[src/rtl/cache_pkg.sv]
// Shared state encoding, geometry constants and tag helper for the
// direct-mapped write-through cache controller.
package cache_pkg;

  localparam int CACHE_DATA_W  = 13;
  localparam int CACHE_ADDR_W  = 13;
  localparam int CACHE_INDEX_W = 3;
  localparam int CACHE_CNT_W   = 8;

  localparam int TAG_W = CACHE_ADDR_W - CACHE_INDEX_W + 1;
  localparam int LINES = 2 ** CACHE_INDEX_W;

  typedef enum logic [1:0] {
    IDLE,
    MISS_RD,
    WR_THRU,
    DONE
  } cache_state_e;

  // The instruction flag sits above the address bits so that fetches and
  // data accesses to the same address never alias in the tag compare.
  function automatic logic [TAG_W-1:0] compose_tag(
    input logic                    instr,
    input logic [CACHE_ADDR_W-1:0] addr
  );
    return {instr, addr[CACHE_ADDR_W-1:CACHE_INDEX_W]};
  endfunction

endpackage

[src/rtl/cache_line_array.sv]
// Valid/tag/data storage for the cache lines: one combinational read port,
// one write port, single-cycle flush and async clear of the valid bits.
module cache_line_array #(
  parameter int DATA_W  = 13,
  parameter int INDEX_W = 3,
  parameter int TAG_W   = 11
) (
  input  logic               clk_i,
  input  logic               rst_ni,
  input  logic [INDEX_W-1:0] rd_index_i,
  output logic               rd_valid_o,
  output logic [TAG_W-1:0]   rd_tag_o,
  output logic [DATA_W-1:0]  rd_data_o,
  input  logic               wr_en_i,
  input  logic [INDEX_W-1:0] wr_index_i,
  input  logic [TAG_W-1:0]   wr_tag_i,
  input  logic [DATA_W-1:0]  wr_data_i,
  input  logic               flush_i
);

  localparam int NLINES = 2 ** INDEX_W;

  logic [NLINES-1:0] valid_q;
  logic [TAG_W-1:0]  tag_q  [NLINES];
  logic [DATA_W-1:0] data_q [NLINES];

  always_ff @(posedge clk_i or negedge rst_ni) begin
    if (!rst_ni) begin
      valid_q <= '0;
    end else if (flush_i) begin
      valid_q <= '0;
    end else if (wr_en_i) begin
      valid_q[wr_index_i] <= 1'b1;
    end
  end

  // Tag and data contents are meaningless until the valid bit is set.
  always_ff @(posedge clk_i) begin
    if (wr_en_i) begin
      tag_q[wr_index_i]  <= wr_tag_i;
      data_q[wr_index_i] <= wr_data_i;
    end
  end

  assign rd_valid_o = valid_q[rd_index_i];
  assign rd_tag_o   = tag_q[rd_index_i];
  assign rd_data_o  = data_q[rd_index_i];

endmodule

[src/rtl/dmap_cache_ctrl.sv]
// Direct-mapped, write-through, no-write-allocate cache controller sitting
// between the load/store path and Main_Memory, with hit/miss counters.
module dmap_cache_ctrl
  import cache_pkg::*;
#(
  parameter int DATA_W  = CACHE_DATA_W,
  parameter int ADDR_W  = CACHE_ADDR_W,
  parameter int INDEX_W = CACHE_INDEX_W,
  parameter int CNT_W   = CACHE_CNT_W
) (
  input  logic              clk,
  input  logic              reset,
  input  logic [ADDR_W-1:0] cpu_addr,
  input  logic [DATA_W-1:0] cpu_wdata,
  input  logic              cpu_read,
  input  logic              cpu_write,
  input  logic              cpu_instruction,
  input  logic              flush,
  output logic [DATA_W-1:0] cpu_rdata,
  output logic              cpu_done,
  output logic [ADDR_W-1:0] mem_address,
  output logic [DATA_W-1:0] mem_dataIn,
  input  logic [DATA_W-1:0] mem_dataOut,
  output logic              mem_write,
  output logic              mem_read,
  output logic              mem_instruction,
  input  logic              mem_done,
  output logic [CNT_W-1:0]  hit_count,
  output logic [CNT_W-1:0]  miss_count
);

  cache_state_e      state_q, state_d;
  logic [ADDR_W-1:0] addr_q, addr_d;
  logic [DATA_W-1:0] wdata_q, wdata_d;
  logic [DATA_W-1:0] rdata_q, rdata_d;
  logic              instr_q, instr_d;
  logic              flush_pend_q, flush_pend_d;
  logic [CNT_W-1:0]  hit_q, hit_d;
  logic [CNT_W-1:0]  miss_q, miss_d;

  logic               line_valid;
  logic [TAG_W-1:0]   line_tag;
  logic [DATA_W-1:0]  line_data;
  logic               lookup_hit;
  logic               arr_we;
  logic [INDEX_W-1:0] arr_idx;
  logic [TAG_W-1:0]   arr_tag;
  logic [DATA_W-1:0]  arr_data;
  logic               arr_flush;

  cache_line_array #(
    .DATA_W (DATA_W),
    .INDEX_W(INDEX_W),
    .TAG_W  (TAG_W)
  ) u_lines (
    .clk_i     (clk),
    .rst_ni    (reset),
    .rd_index_i(cpu_addr[INDEX_W-1:0]),
    .rd_valid_o(line_valid),
    .rd_tag_o  (line_tag),
    .rd_data_o (line_data),
    .wr_en_i   (arr_we),
    .wr_index_i(arr_idx),
    .wr_tag_i  (arr_tag),
    .wr_data_i (arr_data),
    .flush_i   (arr_flush)
  );

  assign lookup_hit = line_valid && (line_tag == compose_tag(cpu_instruction, cpu_addr));

  always_comb begin
    state_d      = state_q;
    addr_d       = addr_q;
    wdata_d      = wdata_q;
    rdata_d      = rdata_q;
    instr_d      = instr_q;
    flush_pend_d = flush_pend_q;
    hit_d        = hit_q;
    miss_d       = miss_q;
    arr_we       = 1'b0;
    arr_idx      = cpu_addr[INDEX_W-1:0];
    arr_tag      = compose_tag(cpu_instruction, cpu_addr);
    arr_data     = cpu_wdata;
    arr_flush    = 1'b0;

    if (flush && state_q != IDLE) begin
      flush_pend_d = 1'b1;
    end

    case (state_q)
      IDLE: begin
        // A deferred flush takes this whole cycle, so any request waits one more edge.
        if (flush_pend_q) begin
          arr_flush    = 1'b1;
          flush_pend_d = 1'b0;
        end else if (cpu_write || cpu_read) begin
          addr_d  = cpu_addr;
          wdata_d = cpu_wdata;
          instr_d = cpu_instruction;
          if (flush) begin
            flush_pend_d = 1'b1;
          end
          if (cpu_write) begin
            arr_we  = lookup_hit;
            state_d = WR_THRU;
          end else if (lookup_hit) begin
            rdata_d = line_data;
            hit_d   = (hit_q == '1) ? hit_q : hit_q + 1'b1;
            state_d = DONE;
          end else begin
            miss_d  = (miss_q == '1) ? miss_q : miss_q + 1'b1;
            state_d = MISS_RD;
          end
        end else if (flush) begin
          arr_flush = 1'b1;
        end
      end
      MISS_RD: begin
        if (mem_done) begin
          arr_we   = 1'b1;
          arr_idx  = addr_q[INDEX_W-1:0];
          arr_tag  = compose_tag(instr_q, addr_q);
          arr_data = mem_dataOut;
          rdata_d  = mem_dataOut;
          state_d  = DONE;
        end
      end
      WR_THRU: begin
        if (mem_done) begin
          state_d = DONE;
        end
      end
      DONE: begin
        state_d = IDLE;
      end
      default: begin
        state_d = IDLE;
      end
    endcase
  end

  always_ff @(posedge clk or negedge reset) begin
    if (!reset) begin
      state_q      <= IDLE;
      addr_q       <= '0;
      wdata_q      <= '0;
      rdata_q      <= '0;
      instr_q      <= 1'b0;
      flush_pend_q <= 1'b0;
      hit_q        <= '0;
      miss_q       <= '0;
    end else begin
      state_q      <= state_d;
      addr_q       <= addr_d;
      wdata_q      <= wdata_d;
      rdata_q      <= rdata_d;
      instr_q      <= instr_d;
      flush_pend_q <= flush_pend_d;
      hit_q        <= hit_d;
      miss_q       <= miss_d;
    end
  end

  // Memory strobes decode straight from state so a reset drops them at once.
  assign mem_read        = (state_q == MISS_RD);
  assign mem_write       = (state_q == WR_THRU);
  assign cpu_done        = (state_q == DONE);
  assign mem_address     = addr_q;
  assign mem_dataIn      = wdata_q;
  assign mem_instruction = instr_q;
  assign cpu_rdata       = rdata_q;
  assign hit_count       = hit_q;
  assign miss_count      = miss_q;

endmodule

[config.mk]
export PLATFORM = sky130hd
export DESIGN_NAME = dmap_cache_ctrl
export DESIGN_NICKNAME = d
export VERILOG_FILES = /design/src/rtl/cache_pkg.sv /design/src/rtl/cache_line_array.sv /design/src/rtl/dmap_cache_ctrl.sv
export SDC_FILE = /design/constraint.sdc
export NUM_CORES = 1
export LEC_CHECK = 0
export BUFFER_PORTS_ARGS = -buffer_cell sky130_fd_sc_hd__buf_2
export CORE_UTILIZATION = 55
export CTS_CLUSTER_SIZE = 25
export DETAILED_ROUTE_END_ITERATION = 16
export GPL_TIMING_DRIVEN = 1
export PLACE_DENSITY = 0.73
export SLEW_MARGIN = 20
export SYNTH_ARGS = -nofsm -noshare
export SYNTH_HDL_FRONTEND = slang
export SYNTH_SLANG_ARGS = --single-unit
[constraint.sdc]
create_clock -name clk -period 11.8 [get_ports clk]
set_input_delay 1.18 -clock clk [delete_from_list [all_inputs] [get_ports clk]]
set_output_delay 1.18 -clock clk [all_outputs]
set_load 0.005 [all_outputs]
* After elaboration in Yosys (flattened, before gate mapping) *
Memory sizes are Yosys's and may differ from the RTL's.
Cells that the tools add are included.

word-level totals
  register bits = 67
  input bits = 46
  output and inout bits = 59
  memories = 2
  bits in writable memories = 192

memory list
  memory          words  bits a word  read ports  clocked after memory_dff  wr ports  line                    source
  u_lines.data_q  8      13           1           0                         1         cache_line_array.sv:25  logic [DATA_W-1:0] data_q [NLINES];
  u_lines.tag_q   8      11           1           0                         1         cache_line_array.sv:24  logic [TAG_W-1:0] tag_q [NLINES];

cells by class
  $lt $le $gt $ge = 3
  muxes and demuxes = 40
  reductions and logical operators = 14
  bitwise logic cells = 6
  $add $sub $neg = 2
  equality and inequality tests = 12

operator list
  cell                                                                                 number
  13-bit two-way mux                                                                   7
  13-bit case mux with 2 select lines                                                  1
  11-bit two-way mux                                                                   2
  6-bit AND reduction                                                                  3
  1-bit two-way mux                                                                    17
  8-bit by 1-bit adder with 8-bit output, second input constant                        2
  8-bit == test, second input constant                                                 2
  8-bit two-way mux                                                                    2
  11-bit == test                                                                       1
  2-bit two-way mux                                                                    5
  3-bit by 4-bit < comparator with 1-bit output, second input constant                 2
  2-bit != test, second input constant                                                 4
  8-bit OR                                                                             1
  3-bit two-way mux                                                                    2
  2-bit case mux with 3 select lines                                                   1
  3-bit AND reduction                                                                  2
  2-bit nonzero test                                                                   3
  1-bit NOT                                                                            5
  2-bit == test, second input constant                                                 2
  2-bit by 1-bit != test with 1-bit output, second input constant                      2
  1-bit binary-select mux with 3-bit select                                            1
  1-bit demux with 3-bit select                                                        1
  3-bit by 1-bit greater-or-equal comparator with 1-bit output, second input constant  1
  1-bit logical AND                                                                    3
  5 further kinds                                                                      5

* Logic depth before layout (Yosys ltp) *
  depth in word-level cells = 9
  depth in mapped cells = 12
  mapped depth without buffers = 7

* Modules after synthesis *
A second synthesis with hierarchy kept.

second synthesis, totals
  cell total of the unflattened synthesis = 571
  area total of the unflattened synthesis = 11,048.1 µm²

by module, submodules not included
  module            cells each  times used  seq. area each (µm²)  area each (µm²)
  cache_line_array  324         1           5,965.7               7,843.8
  dmap_cache_ctrl   247         1           1,476.4               3,204.3

* Worst setup path after synthesis *
Ideal clock, no wire load.

  kind = input -> register
  start point = in cpu_addr[0]
  end point = mem u_lines.data_q[3][0], enable pin
  setup slack = 6.349 ns
  arrival time = 5.012 ns
  setup time = 0.438 ns
  path buffers = 3
  stages on the path = 10
  cell sequence = buf_6 > buf_6 > mux4_2 > mux2i_1 > xor2_1 > nand2_1 > or4_1 > buf_2 > or2_2 > o21ai_0

between the ends
  cells in the longest elaborated chain, start to end = 9

ends and longest elaborated chain
  item                                                                            line                                           source
  start: declaration                                                              dmap_cache_ctrl.sv:13                          input logic [ADDR_W-1:0] cpu_addr,
  memory 8 x 11 bit or 1-bit binary-select mux with 3-bit select (tied branches)  -
  11-bit == test or 1-bit two-way mux (tied branches)                             dmap_cache_ctrl.sv:69, cache_line_array.sv:45
  1-bit logical AND                                                               dmap_cache_ctrl.sv:69                          assign lookup_hit = line_valid && (line_tag == compose_tag(cpu_instruction, cpu_addr));
  1-bit two-way mux                                                               dmap_cache_ctrl.sv:103                         if (cpu_write) begin
  1-bit two-way mux                                                               dmap_cache_ctrl.sv:96                          end else if (cpu_write || cpu_read) begin
  1-bit two-way mux                                                               dmap_cache_ctrl.sv:93                          if (flush_pend_q) begin
  1-bit case mux with 2 select lines                                              dmap_cache_ctrl.sv:90                          case (state_q)
  1-bit two-way mux                                                               cache_line_array.sv:39                         if (wr_en_i) begin
  1-bit two-way mux (not written as such)                                         cache_line_array.sv:41                         data_q[wr_index_i] <= wr_data_i;
  end: declaration                                                                cache_line_array.sv:25

Several ways; a longest one is shown, not always the timed one. The select of a mux whose other input is x is not followed.

* Worst setup path in the final report *
  start point = in cpu_addr[0]
  end point = mem u_lines.data_q[2][8], enable pin

Same word-level chain as after synthesis.

==> impl_summary.md <==
Power
The part of the total power dissipated in combinational logic is 20.9%. Sequential cells burn 47.4% of the power. The analysis attributes to net switching a power of 704 uW. The power density over the cells is 203 nW/um2. The completed layout was analyzed and its total power is 2.58 mW. The analysis attributes to cell leakage a power of 4.77 nW. The internal portion of the total power is 1.88 mW.

The maximum VDD drop is 105 uV. The clock network power share is 31.8%. Net switching is 27.3% of the power.

Timing
The count of final max-slew check failures is 0. After routing, the total negative slack on setup checks comes to 0 ns. The clock tree skew after final layout is 0.0117 ns.

Setup repair after global routing left no endpoint under its margin. The clock period could shrink to 5.23 ns. The pin slew with the least headroom to its limit is 0.976 ns.

The final hold violation count came to 0. Setup violations remaining at the end of the flow were counted as 0. The headroom to the max-slew limit is 34.7%. The final period utilization is 44.3%. The maximum clock frequency is 191 MHz.

Setup path
The worst setup path is launched from an input port. Measured in cells, the most critical reg-to-reg path has a length of 7. The critical path class is input port to flip-flop.

For the worst setup path, the data required time is 11.94 ns. The endpoint identified for the worst register-to-register timing path is u_lines.data_q[2][8]. The worst register-to-register path has a setup slack of 7.71 ns.

The startpoint identified for the worst register-to-register timing path is u_lines.tag_q[2][3]. The element type at the critical path end is a flip-flop. The largest fanout of any net on the critical path is 45. The data arrival time of the worst path is 5.37 ns.

Floorplan
The initial utilization of the core area, before any placement, comes to 56.4%. The full die area is 20,600 um2. In this run the count of I/O pins placed on the die edge is 105.

The die extent in y is 143 um. The placement row count is 51. From left edge to right edge, the die measures 143 um. The placeable core area is 19,500 um2.

Clock tree
After clock tree synthesis, the flow added hold-fix buffers numbering 0. The number of clock buffers added by TritonCTS is 26. Counting every sink on the clock net gives 259. The root cell of the clock tree is sky130_fd_sc_hd__clkbuf_16. The clock latency at the later pin of the worst-skew pair is 0.53 ns.

The number of buffers added for setup after CTS is 0. The clock edge transition at the registers on the reported setup and hold paths is 0.06 ns. TritonCTS built the clock tree. The clock passes through at most 3 buffers. CTS built an H-tree with a depth of 1. In this run, post-CTS repair resized a total of 0 instances.

GRT
The first global-routing pass estimated 35,900 um of wire. For this run the aggregate overflow at the end of global routing stands at 0. The number of global-route vias before repair is 6,427. For this run, the total global-route usage over all layers was measured as 23.7%. Entering global routing, the biggest net connects 68 pins. The number of antenna violations at the first check in global routing is 0.

Cells and area
For this run, the share of the core covered by cells in the final layout is 65.0%. The post-route netlist has 33.8% of its cells at a drive strength greater than 1. The total of fill cells in the finished design is 1,423. The repair_antennas step left the layout with diodes totalling 0. The total non-filler cell area in the finished layout is 12,700 um2. Relative to the synthesized area, the layout overhead comes to 15.3%.

For this run, the post-layout net count is 820.

Place
The half-perimeter wire length after placement is 14,400 um. The number of I/O port buffers is 104. The placed instances occupy a cell area of 11,800 um2. The congestion estimate from routability-driven global placement came to 0.810.

Drt
The first detailed-routing pass took 5 iterations. Summed over all nets, wire length on met3 after detailed routing comes to 1600 um. After detailed routing, the wire length on met1 is 9720 um.

The final wirelength is 23,300 um. The uppermost signal routing layer after detailed routing is met4. After detailed routing, the met2 layer carries 11,400 um of wire.

The number of remaining DRC errors is 0. After the first detailed-routing iteration, the DRC count stood at 468. Using the TritonRoute via totals, the vias-per-cell ratio works out to 5.95.

The remaining number of nets flagged by the antenna check after routing is 0. Dividing the detail-routed wire length by the instance count gives 22.2 um. Detailed routing inserted a total of 6,266 vias.

Synth
A synthesized cell averages 16.8 um2. The number of instances in the synthesized netlist is 657. The post-synthesis instance area is 11,000 um2.

The number of different library cells used by synthesis comes to 42. The number of nets in the synthesized netlist is 709. The share of the synthesized area in the top cell type is 52.4%. Synthesis inferred 259 register bits. Ranked by total cell area, the synthesized netlist is headed by sky130_fd_sc_hd__edfxtp_1 (52%), sky130_fd_sc_hd__dfrtp_1 (15%), sky130_fd_sc_hd__mux4_2 (9.4%). For this run, the number of Yosys warnings is 0. The synthesized design spends more area on one cell type than any other, namely sky130_fd_sc_hd__edfxtp_1.

The sequential area share after synthesis is 67.6%.

Min path
The worst min-delay path startpoint is mem_dataIn[4]. The class of the tightest hold or removal check is flip-flop to flip-flop. The sink of the worst hold path is mem_dataIn[4]. Counting instances, the worst hold path has a depth of 1.

Run status
The run finished with clean final reports.

Flow run
Across the run, the number of max-cap violations was 0.
## synth_stat cells
cell type / number
sky130_fd_sc_hd__nor3b_1: 1
sky130_fd_sc_hd__xnor2_1: 7
sky130_fd_sc_hd__mux2i_1: 31
sky130_fd_sc_hd__or2_2: 2
sky130_fd_sc_hd__xor2_1: 15
sky130_fd_sc_hd__nor4_2: 1
sky130_fd_sc_hd__and2_1: 3
sky130_fd_sc_hd__nor2b_1: 17
sky130_fd_sc_hd__buf_2: 7
sky130_fd_sc_hd__dfrtp_1: 67
sky130_fd_sc_hd__o221ai_1: 1
sky130_fd_sc_hd__buf_1: 4
sky130_fd_sc_hd__a221o_1: 13
sky130_fd_sc_hd__or3_1: 1
sky130_fd_sc_hd__and3_1: 19
sky130_fd_sc_hd__nor3_1: 1
sky130_fd_sc_hd__a31oi_1: 1
sky130_fd_sc_hd__mux4_2: 46
sky130_fd_sc_hd__a22oi_1: 5
sky130_fd_sc_hd__nand4_1: 10
sky130_fd_sc_hd__o22ai_1: 1
sky130_fd_sc_hd__a21boi_0: 9
sky130_fd_sc_hd__a21oi_1: 17
sky130_fd_sc_hd__nand3b_1: 1
sky130_fd_sc_hd__inv_1: 14
sky130_fd_sc_hd__nand3_1: 15
sky130_fd_sc_hd__nand2b_1: 3
sky130_fd_sc_hd__or4_1: 1
sky130_fd_sc_hd__mux2_2: 53
sky130_fd_sc_hd__o221a_2: 1
sky130_fd_sc_hd__nor4_1: 1
sky130_fd_sc_hd__clkbuf_1: 17
sky130_fd_sc_hd__o2111ai_1: 1
sky130_fd_sc_hd__ha_1: 6
sky130_fd_sc_hd__nor2_1: 11
sky130_fd_sc_hd__nand2_1: 27
sky130_fd_sc_hd__edfxtp_1: 192
sky130_fd_sc_hd__buf_4: 1
sky130_fd_sc_hd__buf_6: 4
sky130_fd_sc_hd__o211ai_1: 2
sky130_fd_sc_hd__nor3_2: 3
sky130_fd_sc_hd__o21ai_0: 25
## through the flow
step	setup slack, ns	hold slack, ns	std cells
final	6.57	0.499	1053
after global routing	6.30	0.518	1053
after CTS	6.50	0.503	1053
after detailed placement	6.03	0.488	1005
after global placement	6.23	0.474	1005
after floorplan	6.35	0.481	657
## flip-flops by register name, summed over array words and instances, names as in the netlist
register,cells
miss_count,8
hit_count,8
mem_instruction,1
state_q,2
mem_dataIn,13
u_lines.tag_q,88
mem_address,13
u_lines.valid_q,8
flush_pend_q,1
cpu_rdata,13
u_lines.data_q,104
## final cells by class
class                   instances  area, um2  area share [%]
flip-flops and latches        259       7440            58.6
multi-input cells             351       3410            26.9
clock buffers                  34        702            5.53
repair buffers                116        611            4.81
well taps                     265        332            2.61
clock inverters                14        148            1.16
inverters                      14       52.6           0.414
## how the worst max path moves through the flow
stage,startpoint,end,cells past startpoint
after global routing,cpu_addr[0],u_lines.data_q[6][2],9
after floorplan,cpu_addr[0],u_lines.data_q[3][0],10
after detailed placement,cpu_addr[0],u_lines.data_q[2][7],9
after CTS,cpu_addr[0],u_lines.data_q[2][8],9
after global placement,cpu_addr[0],u_lines.data_q[2][6],9
final,cpu_addr[0],u_lines.data_q[2][8],9
## kinds of logic after synthesis
logic type	after synthesis	synth area share, %
compound gates	76	4.56
simple gates	117	5.79
xor+xnor	22	1.75
flops	259	67.6
buf+inv	47	1.99
fa+ha+maj	6	0.682
mux	130	17.6
## worst max-delay path: stages
cell and delay (ns):
sky130_fd_sc_hd__buf_2 0.07, sky130_fd_sc_hd__buf_4 0.64, sky130_fd_sc_hd__mux4_2 0.61, sky130_fd_sc_hd__mux2i_1 0.27, sky130_fd_sc_hd__xor2_1 0.26, sky130_fd_sc_hd__o2111ai_1 0.17
sky130_fd_sc_hd__or4_1 0.85, sky130_fd_sc_hd__nand2b_1 0.44, sky130_fd_sc_hd__o21ai_4 0.84
## cell usage in the layout, fill, tap and decap left out, types with 2 or more instances in the layout
cell type                    instances
sky130_fd_sc_hd__o21ai_4             4
sky130_fd_sc_hd__a21oi_1            17
sky130_fd_sc_hd__mux4_2             46
sky130_fd_sc_hd__mux2_2             53
sky130_fd_sc_hd__a221o_1            13
sky130_fd_sc_hd__bufinv_16           3
sky130_fd_sc_hd__nand2b_1            3
sky130_fd_sc_hd__mux2i_1            31
sky130_fd_sc_hd__nand4_1            10
sky130_fd_sc_hd__xor2_1             15
sky130_fd_sc_hd__and2_1              3
sky130_fd_sc_hd__and3_1             19
sky130_fd_sc_hd__o211ai_1            2
sky130_fd_sc_hd__or2_2               2
sky130_fd_sc_hd__buf_4              12
sky130_fd_sc_hd__edfxtp_1          192
sky130_fd_sc_hd__xnor2_1             7
sky130_fd_sc_hd__nor3_2              3
sky130_fd_sc_hd__dfrtp_1            67
sky130_fd_sc_hd__a22oi_1             5
sky130_fd_sc_hd__clkinv_2            3
sky130_fd_sc_hd__nor2_1             11
sky130_fd_sc_hd__clkinvlp_4          2
sky130_fd_sc_hd__a21boi_0            9
sky130_fd_sc_hd__buf_2             104
sky130_fd_sc_hd__o21ai_2             4
sky130_fd_sc_hd__nor2b_1            17
sky130_fd_sc_hd__nand3_1            15
sky130_fd_sc_hd__ha_1                6
sky130_fd_sc_hd__clkbuf_1            7
sky130_fd_sc_hd__clkbuf_16          27
sky130_fd_sc_hd__nand2_1            27
sky130_fd_sc_hd__inv_1              14
sky130_fd_sc_hd__clkinv_1            5
sky130_fd_sc_hd__o21ai_0            17
## power groups by stage
stage	Clock [mW]	Combinational [mW]	Sequential [mW]
3_5_place_dp	0	0.542	1.24
4_1_cts	0.835	0.544	1.22
6_report	0.820	0.539	1.22
5_1_grt	0.867	0.595	1.24
2_1_floorplan	0	0.334	1.23
3_3_place_gp	0	0.521	1.23
## per-layer routing
layer	track usage, %	up-vias
li1	-	2796
met1	32.2	3179
met2	38.8	241
met3	4.30	50
met4	8.01	0
met5	0	-
Note: power is estimated with default switching activity, not from simulation.
